[config.mk]
export PLATFORM = sky130hd
export DESIGN_NAME = signed_2_value
export DESIGN_NICKNAME = d
export VERILOG_FILES = /design/src/rtl/signed_2_value_pkg.sv /design/src/rtl/signed_2_value_pipe_stage.sv /design/src/rtl/signed_2_value.sv
export SDC_FILE = /design/constraint.sdc
export NUM_CORES = 1
export LEC_CHECK = 0
export BUFFER_PORTS_ARGS = -buffer_cell sky130_fd_sc_hd__buf_2
export CAP_MARGIN = 20
export CORE_MARGIN = 2
export CORE_UTILIZATION = 40
export CTS_BUF_LIST = sky130_fd_sc_hd__clkbuf_16
export DETAILED_ROUTE_END_ITERATION = 10
export GPL_ROUTABILITY_DRIVEN = 0
export HOLD_SLACK_MARGIN = 0.08
export SLEW_MARGIN = 20
export SYNTH_ARGS = -nofsm -noshare
export SYNTH_HDL_FRONTEND = slang
export SYNTH_SLANG_ARGS = --single-unit
export TNS_END_PERCENT = 100
[constraint.sdc]
create_clock -name CLK -period 5.3 [get_ports CLK]
set_input_delay 0.53 -clock CLK [delete_from_list [all_inputs] [get_ports CLK]]
set_output_delay 0.53 -clock CLK [all_outputs]
set_load 0.05 [all_outputs]
[src/rtl/signed_2_value_pkg.sv]
// Shared constants for the signed-to-magnitude converter.
//   SatCountW    : width of the clipped-sample counter
//   WidthMin/Max : legal range of the signed_2_value WIDTH parameter
//   SatCountMax  : saturation ceiling of the clipped-sample counter
package signed_2_value_pkg;

  localparam int unsigned SatCountW = 16;
  localparam int unsigned WidthMin  = 3;
  localparam int unsigned WidthMax  = 32;

  localparam logic [SatCountW-1:0] SatCountMax = '1;

endpackage

[src/rtl/signed_2_value_pipe_stage.sv]
// One valid/ready pipeline register with hold-on-backpressure.
//   clk_i, rst_ni : clock, synchronous active-low reset
//   in_valid_i    : upstream has data          in_ready_o  : this stage can take it
//   in_data_i     : upstream data
//   out_valid_o   : stage holds data           out_ready_i : downstream takes it
//   out_data_o    : registered data
module pipe_stage #(
  parameter int unsigned DATA_W = 8
) (
  input  logic              clk_i,
  input  logic              rst_ni,
  input  logic              in_valid_i,
  output logic              in_ready_o,
  input  logic [DATA_W-1:0] in_data_i,
  output logic              out_valid_o,
  input  logic              out_ready_i,
  output logic [DATA_W-1:0] out_data_o
);

  logic              valid_q, valid_d;
  logic [DATA_W-1:0] data_q, data_d;
  logic              advance;

  // Stage may load when empty or when its content leaves this cycle.
  assign advance     = !valid_q || out_ready_i;
  assign in_ready_o  = rst_ni && advance;
  assign out_valid_o = valid_q;
  assign out_data_o  = data_q;

  always_comb begin
    valid_d = valid_q;
    data_d  = data_q;
    if (advance) begin
      valid_d = in_valid_i;
      if (in_valid_i) begin
        data_d = in_data_i;
      end
    end
  end

  always_ff @(posedge clk_i) begin
    if (!rst_ni) begin
      valid_q <= 1'b0;
      data_q  <= '0;
    end else begin
      valid_q <= valid_d;
      data_q  <= data_d;
    end
  end

endmodule

[src/rtl/signed_2_value.sv]
// Two-stage converter from a two's-complement sample to sign + magnitude.
// The most-negative input is clipped to the largest magnitude and flagged;
// clipped samples delivered downstream are counted in a saturating counter.
//   CLK, RESET          : clock, synchronous active-low reset
//   in_valid/in_ready   : input handshake, in_value = signed sample
//   out_valid/out_ready : output handshake
//   symbol, abs_value   : sign (1 = negative) and magnitude
//   sat_flag            : this sample's magnitude was clipped
//   sat_clr, sat_count  : clear / count of clipped samples delivered
module signed_2_value
  import signed_2_value_pkg::*;
#(
  parameter int unsigned WIDTH = 8
) (
  input  logic                 CLK,
  input  logic                 RESET,
  input  logic                 in_valid,
  output logic                 in_ready,
  input  logic [WIDTH-1:0]     in_value,
  output logic                 out_valid,
  input  logic                 out_ready,
  output logic [WIDTH-2:0]     abs_value,
  output logic                 symbol,
  output logic                 sat_flag,
  input  logic                 sat_clr,
  output logic [SatCountW-1:0] sat_count
);

  if (WIDTH < WidthMin || WIDTH > WidthMax) begin : gen_bad_width
    $error("signed_2_value: WIDTH out of legal range");
  end

  logic             s1_valid, s1_ready;
  logic [WIDTH-1:0] s1_data;
  logic             neg, is_min;
  logic [WIDTH-2:0] mag;
  logic [WIDTH:0]   s2_in, s2_data;

  logic [SatCountW-1:0] sat_count_q, sat_count_d;

  // Stage 1: raw sample (sign bit included).
  pipe_stage #(
    .DATA_W(WIDTH)
  ) u_stage1 (
    .clk_i      (CLK),
    .rst_ni     (RESET),
    .in_valid_i (in_valid),
    .in_ready_o (in_ready),
    .in_data_i  (in_value),
    .out_valid_o(s1_valid),
    .out_ready_i(s1_ready),
    .out_data_o (s1_data)
  );

  // Negating only the low WIDTH-1 bits gives the truncated magnitude directly.
  always_comb begin
    neg    = s1_data[WIDTH-1];
    is_min = neg && (s1_data[WIDTH-2:0] == '0);
    mag    = neg ? (~s1_data[WIDTH-2:0] + (WIDTH-1)'(1)) : s1_data[WIDTH-2:0];
    if (is_min) begin
      mag = '1;
    end
    s2_in = {neg, mag, is_min};
  end

  // Stage 2: {symbol, abs_value, sat_flag}.
  pipe_stage #(
    .DATA_W(WIDTH + 1)
  ) u_stage2 (
    .clk_i      (CLK),
    .rst_ni     (RESET),
    .in_valid_i (s1_valid),
    .in_ready_o (s1_ready),
    .in_data_i  (s2_in),
    .out_valid_o(out_valid),
    .out_ready_i(out_ready),
    .out_data_o (s2_data)
  );

  assign {symbol, abs_value, sat_flag} = s2_data;

  // Clear wins over a same-cycle increment; the count sticks at its ceiling.
  always_comb begin
    sat_count_d = sat_count_q;
    if (sat_clr) begin
      sat_count_d = '0;
    end else if (out_valid && out_ready && sat_flag && (sat_count_q != SatCountMax)) begin
      sat_count_d = sat_count_q + SatCountW'(1);
    end
  end

  always_ff @(posedge CLK) begin
    if (!RESET) begin
      sat_count_q <= '0;
    end else begin
      sat_count_q <= sat_count_d;
    end
  end

  assign sat_count = sat_count_q;

endmodule

==> flow_metrics.py, run 1 <==
metrics = {
    "yosys": {
        "synth-compound-area-share": 0.260,
        "synth_top_area_share": 0.409,
        "synth_cell_types": 42,
        "synth-seq-cells": 35,
        "yosysTopAreaCell": "dfxtp_1",
        "synthArstFlopShare": 0,
        "syn-cell-area_mm2": 0.00171,
        "synth-simple-area-share": 0.246,
        "synthAdderAreaFrac": 0.0146,
        "synth_nets": 211,
        "ys.flop_type": "dfxtp_1",
        "synthMuxAreaShare": 0.0117,
        "synth_xor_area_frac": 0.0205,
        "ys_warn_count": 0,
        "synth_top_family_by_area": "compound AO/OA/AOI/OAI gates",
        "synth_area_leaders": "dfxtp_1 41%, a21oi_1 5.6%, o221a_2 3.9%",
        "syn_avg_cell_area_um2": 8.74,
        "synth-edff-count": 0,
        "yosysSeqAreaShare": 0.409,
        "syn_inst": 196,
    },
    "global_routing": {
        "grt_pass1_wl_um": 6250,
        "globalRouteTotalUtil": 0.160,
        "first_global_vias": 1292,
        "grt_antenna_before_repair": 0,
        "grt_max_degree": 18,
        "grt-ovfl-total": 0,
    },
    "power": {
        "p_int_mw": 0.464,
        "ir_worst_vdd_uv": 164,
        "p_leak_nw": 0.834,
        "p_clk_frac": 0.440,
        "switching_share": 0.242,
        "share_seq_of_total_power": 0.457,
        "netSwitchingPower_mw": 0.149,
        "cellPowerDensity_mw_per_mm2": 294,
        "combinationalPowerShare": 0.104,
    },
    "clock_tree": {
        "cts-buffers-inserted": 5,
        "clock_path_buffers": 2,
        "hold_buffers": 0,
        "cts_resized": 0,
        "clk_pin_slew_ns": 0.05,
        "postCtsSetupBuffers": 0,
        "worstSkewPairLatency_ns": 0.28,
        "cts_tree": "yes",
        "cts_root_buf": "clkbuf_16",
        "cts_num_sinks": 35,
        "htree_levels": 2,
    },
    "route": {
        "viasPerCell": 5.48,
        "wl_per_cell_um": 13.5,
        "drc": 0,
        "initialDrtViolationCount": 103,
        "first_pass_iters": 4,
        "via_count": 1568,
        "ant_nets": 0,
        "drt_wl_total_um": 3850,
    },
    "placed_design": {
        "hpwl_um": 2730,
        "place_ws_ns": 3.31,
        "port_buffers": 39,
        "dp_cells": 278,
        "placed_area_mm2": 0.00195,
    },
    "finish": {
        "fin_area_mm2": 0.00209,
        "fin_cells": 286,
        "syn_to_final_growth_pct": 21.8,
        "antennaDiodeCount": 0,
        "nets": 250,
        "layout_common_cells": "39 x buf_2, 35 x dfxtp_1, 19 x a21oi_1",
        "final_layout_size_suffix_gt1_frac": 0.267,
        "final_common_cell": "buf_2",
    },
    "critical_path": {
        "critical_path_required_ns": 5.49,
        "start_kind": "flip-flop",
        "worstSetupPathType": "flip-flop to flip-flop",
        "crit_buf_inv": 0,
        "cpLargestDelayFamily": "simple AND/OR/NAND/NOR gates",
        "path_max_fanout": 7,
        "crit_path_top_delay_cell": "or4_4",
        "path_cells": "ha_1 > nand3_2 > or4_4 > or4_1 > a21oi_1",
        "critical-path-max-stage-delay_ns": 0.55,
        "end_kind": "flip-flop",
        "arrival_ns": 2.24,
    },
    "sta": {
        "worst_slack_ns": 3.26,
        "relSlewSlack": 0.622,
        "post-route-min-period_ns": 2.04,
        "skew_ns": 0.00642,
        "report.final.slew_viol_count": 0,
        "setup_viol": 0,
        "post-route-period-util": 0.386,
        "worst_slew_pin_slew_ns": 0.566,
        "max_freq_mhz": 489,
        "rsz0062_at_grt": "no",
        "finalHoldViolCount": 0,
        "setup_tns_ns": 0,
    },
    "floorplan": {
        "rows": 23,
        "initial_core_util": 0.422,
        "io-pin-count": 40,
        "die_x_um": 69.4,
        "core_area_mm2": 0.00406,
        "fp.dieH_um": 69.4,
        "die-area_mm2": 0.00482,
    },
    "outcome": {
        "status": "completed",
    },
    "hold_path": {
        "holdCritPathClass": "flip-flop to flip-flop",
    },
    "run": {
        "maxCapViolCount": 0,
    },
}
-- per-layer routing --
layer	track usage	vias up	wire length (um)
li1	-	821	-
met1	0.228	706	1950
met2	0.222	33	1650
met3	0.0392	8	181
met4	0.0784	0	72
met5	0	-	0
-- stage by stage --
| step | hold slack, ns | util | power (mW) |
|---|---|---|---|
| floorplan | 0.504 | - | 0.333 |
| global placement | 0.460 | 0.481 | 0.349 |
| detailed placement | 0.452 | 0.481 | 0.349 |
| CTS | 0.465 | 0.514 | 0.620 |
| global route | 0.514 | 0.514 | 0.639 |
| finish | 0.466 | 0.514 | 0.613 |
-- layout make-up --
cell class | instances | area, um2
Fill cell | 380 | 1970
Multi-Input combinational cell | 144 | 947
Sequential cell | 35 | 701
Timing Repair Buffer | 41 | 210
Clock buffer | 5 | 125
Tap cell | 50 | 62.6
Inverter | 8 | 30.0
Clock inverter | 3 | 11.3
-- cell families after synthesis --
group / after synthesis
XOR/XNOR: 4
multiplexers: 2
AND/OR/NAND/NOR: 72
AO/OA/AOI/OAI: 64
buffers and inverters: 17
flip-flops: 35
adder cells (fa/ha/maj): 2
-- flip-flops by register name, summed over array words and instances, names as in the netlist --
register and count:
u_stage2.out_data_o 9, u_stage2.out_valid_o 1, sat_count 16, u_stage1.out_data_o 8, u_stage1.out_valid_o 1
-- path summary, 6_finish.rpt --
path	startpoint	end	slack [ns]	cells past startpoint
worst max register to register	sat_count[0]	sat_count[14]	3.26	5
worst min-delay path	u_stage2.out_data_o[7]	u_stage2.out_data_o[7]	0.47	2
worst min register to register	u_stage2.out_data_o[7]	u_stage2.out_data_o[7]	0.47	2
worst max-delay path	sat_count[0]	sat_count[14]	3.26	5
-- worst reg2reg max path: cells and delay by family, from the launching register on --
family | cells | cell delay (ns)
fa+ha+maj | 1 | 0.22
simple gates | 3 | 1.19
compound gates | 1 | 0.15
flops | 1 | 0.40
-- synth_stat cells, types with 2 or more instances --
| cell | n |
|---|---|
| o21a_1 | 8 |
| o221a_2 | 6 |
| nand2b_1 | 3 |
| and3_1 | 10 |
| nor2_1 | 5 |
| nand4_1 | 3 |
| xnor2_1 | 4 |
| o21ai_0 | 8 |
| dfxtp_1 | 35 |
| o41ai_1 | 2 |
| nand2_1 | 17 |
| a21oi_1 | 19 |
| inv_1 | 8 |
| ha_1 | 2 |
| nor3_1 | 4 |
| or3_1 | 3 |
| a21boi_0 | 6 |
| clkbuf_1 | 8 |
| o31ai_1 | 8 |
| mux2i_1 | 2 |
| or2_2 | 2 |
| or4_1 | 7 |
| or4_2 | 2 |
| nand3_1 | 6 |
-- power by group through the flow --
stage / combinational (mW) / clock, mW / sequential [mW]
after detailed placement: 0.0640 / 0 / 0.285
after global placement: 0.0638 / 0 / 0.285
final: 0.0636 / 0.269 / 0.280
after CTS: 0.0641 / 0.276 / 0.280
after global routing: 0.0691 / 0.289 / 0.281
after floorplan: 0.0333 / 0 / 0.299
Note: power is estimated with default switching activity, not from simulation.
==> inputs of run 2 (changes only) <==
==> constraint.sdc (replaced) <==
create_clock -name CLK -period 2 [get_ports CLK]
set_input_delay 0.2 -clock CLK [delete_from_list [all_inputs] [get_ports CLK]]
set_output_delay 0.2 -clock CLK [all_outputs]
set_load 0.05 [all_outputs]
==> run 2 against run 1 <==
Net effect: cell area is 2.0% higher; routed wire length rose by 2.2%; critical endpoint unchanged; critical path type unchanged; largest power group unchanged; total power grew to 2.7 times the previous value; cell count increased by 1.0%; utilization increased by 1.0 points; first-iteration DRC count grew 7.8%; global-route usage up 1.3 points; hold slack lost 0.20 ns; non-clock buffer count up 4; clock power grew to 2.7 times the previous value; sequential power grew to 2.6 times the previous value.
==> flow_metrics.py, run 2 (synthesis results as in run 1) <==
metrics = {
    "power": {
        "ir_worst_vdd_uv": 440,
        "cellPowerDensity_mw_per_mm2": 764,
        "p_leak_nw": 0.854,
    },
    "placed_design": {
        "port_buffers": 39,
        "hpwl_um": 2820,
    },
    "floorplan": {
        "fp.dieH_um": 69.4,
        "initial_core_util": 0.422,
        "die-area_mm2": 0.00482,
        "die_x_um": 69.4,
        "io-pin-count": 40,
        "core_area_mm2": 0.00406,
        "rows": 23,
    },
    "clock_tree": {
        "cts-buffers-inserted": 5,
        "cts_num_sinks": 35,
        "hold_buffers": 0,
        "cts_tree": "yes",
        "postCtsSetupBuffers": 0,
        "cts_root_buf": "clkbuf_16",
        "worstSkewPairLatency_ns": 0.27,
        "htree_levels": 2,
        "clk_pin_slew_ns": 0.05,
        "clock_path_buffers": 2,
        "cts_resized": 0,
    },
    "global_routing": {
        "grt_antenna_before_repair": 0,
        "grt-ovfl-total": 0,
        "met3_usage": 0.0552,
        "globalRouteTotalUtil": 0.172,
        "grtUsageMet2": 0.229,
        "use_met1": 0.260,
        "grt_max_degree": 18,
        "grt_pass1_wl_um": 6720,
        "grt.busiest_layer": "met1",
        "first_global_vias": 1412,
    },
    "critical_path": {
        "crit_end": "sat_count[14]",
        "regToRegSetupSlack_ns": 0.16,
        "start_kind": "flip-flop",
        "cp_num_cells": 5,
        "r2r-end": "sat_count[14]",
        "worstSetupPathType": "flip-flop to flip-flop",
        "path_max_fanout": 6,
        "critical_path_required_ns": 2.21,
        "startpoint": "sat_count[0]",
        "r2r_start": "sat_count[0]",
        "crit_path_top_delay_cell": "or4_4",
        "end_kind": "flip-flop",
        "worstRegToRegCells": 5,
        "crit_buf_inv": 0,
        "path_cells": "ha_1 > nand3_2 > or4_4 > or4_1 > a21oi_1",
        "arrival_ns": 2.05,
        "cpLargestDelayFamily": "simple AND/OR/NAND/NOR gates",
        "critical-path-max-stage-delay_ns": 0.52,
    },
    "finish": {
        "antennaDiodeCount": 0,
        "syn_to_final_growth_pct": 24.3,
        "layout_common_cells": "39 x buf_2, 27 x dfxtp_1, 19 x a21oi_1",
        "largest_register_ffs": 16,
        "final_common_cell": "buf_2",
        "final_layout_size_suffix_gt1_frac": 0.318,
        "nets": 254,
        "fillCellCount": 410,
    },
    "outcome": {
        "status": "completed",
    },
    "sta": {
        "post-route-min-period_ns": 1.84,
        "setup_viol": 0,
        "holdWs_ns": 0.270,
        "report.final.slew_viol_count": 0,
        "rsz0062_at_grt": "no",
        "post-route-period-util": 0.920,
        "skew_ns": 0.00280,
        "finalHoldViolCount": 0,
        "worst_slew_pin_slew_ns": 0.454,
        "max_freq_mhz": 543,
        "setup_tns_ns": 0,
        "relSlewSlack": 0.690,
    },
    "route": {
        "drc": 0,
        "viasPerCell": 5.48,
        "initialDrtViolationCount": 111,
        "ant_nets": 0,
        "via_count": 1584,
        "wl_per_cell_um": 13.6,
        "first_pass_iters": 4,
        "drt_wl_total_um": 3930,
    },
    "run": {
        "maxCapViolCount": 0,
    },
    "hold_path": {
        "holdCritPathClass": "primary input to flip-flop",
    },
}
==> run 2: per-layer routing <==
metal,part of all wire,vias to the layer above
met5,0,-
met4,0.0043,0
met1,0.56,717
met2,0.38,37
met3,0.050,2
li1,-,828
==> run 2: cell type report <==
| class | instances | area [um2] | share of cell area |
|---|---|---|---|
| Clock buffer | 5 | 125 | 0.0588 |
| Clock inverter | 2 | 8.76 | 0.00411 |
| Inverter | 8 | 30.0 | 0.0141 |
| Multi-Input combinational cell | 144 | 947 | 0.445 |
| Sequential cell | 35 | 716 | 0.336 |
| Tap cell | 50 | 62.6 | 0.0294 |
| Timing Repair Buffer | 45 | 240 | 0.113 |
==> run 2: worst min-delay path: stages <==
cell and delay [ns]:
buf_2 0.07, and3_1 0.14, o21a_1 0.11
==> run 2: worst min-delay path by stage <==
stage	slack [ns]	endpoint	cells past startpoint	from
3_3_place_gp	0.44	u_stage2.out_data_o[8]	2	u_stage2.out_data_o[8]
6_report	0.27	u_stage1.out_data_o[7]	3	in_value[7]
2_1_floorplan	0.41	u_stage2.out_valid_o	3	out_ready
4_1_cts	0.27	u_stage1.out_data_o[7]	3	in_value[7]
3_5_place_dp	0.45	u_stage2.out_data_o[8]	2	u_stage2.out_data_o[8]
5_1_grt	0.28	u_stage1.out_data_o[0]	3	in_value[0]
==> run 2: metrics by stage <==
step	power, mW	area, um2	std cells	worst slack [ns]	utilization
after floorplan	0.878	1730	196	0.0118	-
after global placement	0.925	2000	282	0.197	0.492
after detailed placement	0.926	2000	282	0.155	0.492
after CTS	1.65	2130	289	0.143	0.525
after global routing	1.71	2130	289	0.0335	0.525
final	1.63	2130	289	0.160	0.525
==> run 2: power breakdown <==
group / switching, mW / internal, mW / total (mW)
Clock: 0.270 / 0.447 / 0.717
Combinational: 0.108 / 0.0646 / 0.172
Sequential: 0.0200 / 0.718 / 0.739
Total: 0.397 / 1.23 / 1.63
==> inputs of run 3 (changes only) <==
--- a/config.mk
+++ b/config.mk
@@ -5,6 +5,7 @@
 export SDC_FILE = /design/constraint.sdc
 export NUM_CORES = 1
 export LEC_CHECK = 0
+export ABC_AREA = 1
 export BUFFER_PORTS_ARGS = -buffer_cell sky130_fd_sc_hd__buf_2
 export CAP_MARGIN = 20
 export CORE_MARGIN = 2
==> run 3 against run 2 <==
Net effect: sequential power is 1% higher; clock-buffer cell count stayed put; clock skew is 0.0036 ns higher; routed wire length stayed put; critical path type unchanged; critical endpoint is now sat_count[0]; largest cell class unchanged.
==> flow_metrics.py, run 3 <==
metrics = {
    "outcome": {
        "status": "completed",
    },
    "critical_path": {
        "worstRegToRegCells": 7,
        "path_max_fanout": 13,
        "regToRegSetupSlack_ns": 0.24,
        "end_kind": "flip-flop",
        "r2r_start": "sat_count[0]",
        "start_kind": "flip-flop",
        "worstSetupPathType": "flip-flop to flip-flop",
        "critical_path_required_ns": 2.20,
        "arrival_ns": 1.96,
        "r2r-end": "sat_count[0]",
    },
    "placed_design": {
        "placed_area_mm2": 0.00203,
        "hpwl_um": 2820,
        "dp_cells": 339,
        "port_buffers": 39,
    },
    "power": {
        "cellPowerDensity_mw_per_mm2": 881,
        "ir_worst_vdd_uv": 441,
        "p_leak_nw": 0.952,
    },
    "sta": {
        "setup_tns_ns": 0,
        "rsz0062_at_grt": "no",
        "report.final.slew_viol_count": 0,
        "relSlewSlack": 0.597,
        "skew_ns": 0.00645,
        "finalHoldViolCount": 0,
        "post-route-period-util": 0.880,
        "setup_viol": 0,
        "post-route-min-period_ns": 1.76,
        "worst_slew_pin_slew_ns": 0.604,
        "max_freq_mhz": 568,
    },
    "global_routing": {
        "grt_antenna_before_repair": 0,
        "globalRouteTotalUtil": 0.169,
        "first_global_vias": 1487,
        "grt_pass1_wl_um": 6790,
        "grt-ovfl-total": 0,
        "grt_max_degree": 18,
    },
    "clock_tree": {
        "cts_root_buf": "clkbuf_16",
        "cts-buffers-inserted": 5,
        "clock_path_buffers": 2,
        "clk_pin_slew_ns": 0.05,
        "worstSkewPairLatency_ns": 0.28,
        "hold_buffers": 0,
        "htree_levels": 2,
        "cts_num_sinks": 35,
        "cts_tree": "yes",
    },
    "yosys": {
        "ys_warn_count": 0,
        "synth_most_common_cell": "nand2_1",
        "synthArstFlopShare": 0,
        "synth_commonest_cells": "60 x nand2_1, 35 x dfxtp_1, 29 x nor2_1",
        "syn_inst": 250,
        "synth_top_area_share": 0.394,
        "yosysTopAreaCell": "dfxtp_1",
        "synth_area_leaders": "dfxtp_1 39%, nand2_1 13%, a21oi_1 6.2%",
        "synth-edff-count": 0,
        "ys.flop_type": "dfxtp_1",
        "syn_avg_cell_area_um2": 7.11,
        "synth-seq-cells": 35,
        "synth_nets": 265,
        "syn-cell-area_mm2": 0.00178,
        "synth_cell_types": 24,
        "yosysSeqAreaShare": 0.394,
    },
    "hold_path": {
        "holdCritPathClass": "primary input to flip-flop",
        "holdPathStages": 3,
        "hp-start": "in_value[6]",
        "whs_endpoint": "u_stage1.out_data_o[6]",
    },
    "route": {
        "wl_per_cell_um": 11.3,
        "first_pass_iters": 4,
        "viasPerCell": 4.77,
        "drc": 0,
        "drt_wl_total_um": 3930,
        "ant_nets": 0,
        "via_count": 1654,
        "initialDrtViolationCount": 68,
    },
    "finish": {
        "final_common_cell": "nand2_1",
        "fin_area_mm2": 0.00223,
        "fin_cells": 347,
        "nets": 309,
        "layout_common_cells": "60 x nand2_1, 39 x buf_2, 35 x dfxtp_1",
        "largest_register_ffs": 16,
        "antennaDiodeCount": 0,
        "post-route-util": 0.515,
        "syn_to_final_growth_pct": 25.3,
        "final_layout_size_suffix_gt1_frac": 0.254,
    },
    "floorplan": {
        "initial_core_util": 0.411,
        "io-pin-count": 40,
        "die-area_mm2": 0.00499,
        "fp.dieH_um": 70.7,
        "die_x_um": 70.7,
        "core_area_mm2": 0.00432,
        "rows": 24,
    },
    "run": {
        "maxCapViolCount": 0,
    },
}
-- run 3: cell types whose count changed in the layout (fill, tap and decap cells not counted), moves of 8 or more --
cell | before | now
dfxtp_1 | 27 | 35
nand2_1 | 17 | 60
a21oi_2 | 0 | 10
o21ai_0 | 8 | 22
nor2_1 | 5 | 29
inv_1 | 8 | 25
o21a_1 | 8 | 0
and3_1 | 10 | 0
o31ai_1 | 8 | 0
-- run 3: cell type report --
class / instances / area (um2)
timing repair buffer: 42 / 218
inverter: 26 / 97.6
clock inverter: 3 / 67.6
fill: 436 / 2100
sequential: 35 / 701
multi-input combinational: 184 / 955
clock buffer: 5 / 125
tap: 52 / 65.1
-- run 3: where the power goes --
group	switching [mW]	internal, mW
combinational	0.150	0.0588
clock	0.294	0.713
sequential	0.0174	0.730
-- run 3: worst max-delay path by stage --
stage / cells after the start / to / startpoint / slack, ns
after floorplan: 9 / sat_count[11] / sat_count[0] / 0.09
after CTS: 9 / sat_count[10] / sat_count[0] / 0.18
after detailed placement: 9 / sat_count[10] / sat_count[0] / 0.19
after global placement: 9 / sat_count[10] / sat_count[0] / 0.25
after global routing: 7 / sat_count[7] / sat_count[0] / 0.07
final: 7 / sat_count[0] / sat_count[0] / 0.24
-- run 3: critical path, cell delays in order, from the launching register on --
cell and delay, ns:
dfxtp_1 0.43, ha_1 0.26, nand3_2 0.13, inv_2 0.13, nand2_4 0.06, o21ai_4 0.40, nand2_1 0.12, a21oi_2 0.15
-- run 3: stage by stage --
step / hold WS, ns / setup slack (ns) / total power, mW
final: 0.174 / 0.239 / 1.96
after CTS: 0.175 / 0.185 / 1.98
after global placement: 0.463 / 0.252 / 0.970
after floorplan: 0.338 / 0.0949 / 0.915
after global routing: 0.211 / 0.0689 / 2.03
after detailed placement: 0.460 / 0.187 / 0.971
-- run 3: cells by family (layout without fill, tap and decap cells) --
logic type	after synthesis	in the layout	synth area share
flip-flops	35	35	0.394
XOR/XNOR	9	9	0.0443
buffers and inverters	31	76	0.0718
AO/OA/AOI/OAI	56	56	0.187
AND/OR/NAND/NOR	117	117	0.289
adder cells (fa/ha/maj)	2	2	0.0141
-- run 3: routing by layer --
| metal | vias up | share of wire | global-route usage |
|---|---|---|---|
| met5 | - | 0 | 0 |
| met4 | 0 | 0.017 | 0.0755 |
| met3 | 5 | 0.042 | 0.0342 |
| met2 | 32 | 0.48 | 0.286 |
| met1 | 724 | 0.46 | 0.209 |
| li1 | 893 | - | - |
-- run 3: what timing repair did --
action                                  4_1_cts  5_1_grt
endpoints found under the setup margin        0        1
setup buffers                                 0        0
resized for setup                             0        1
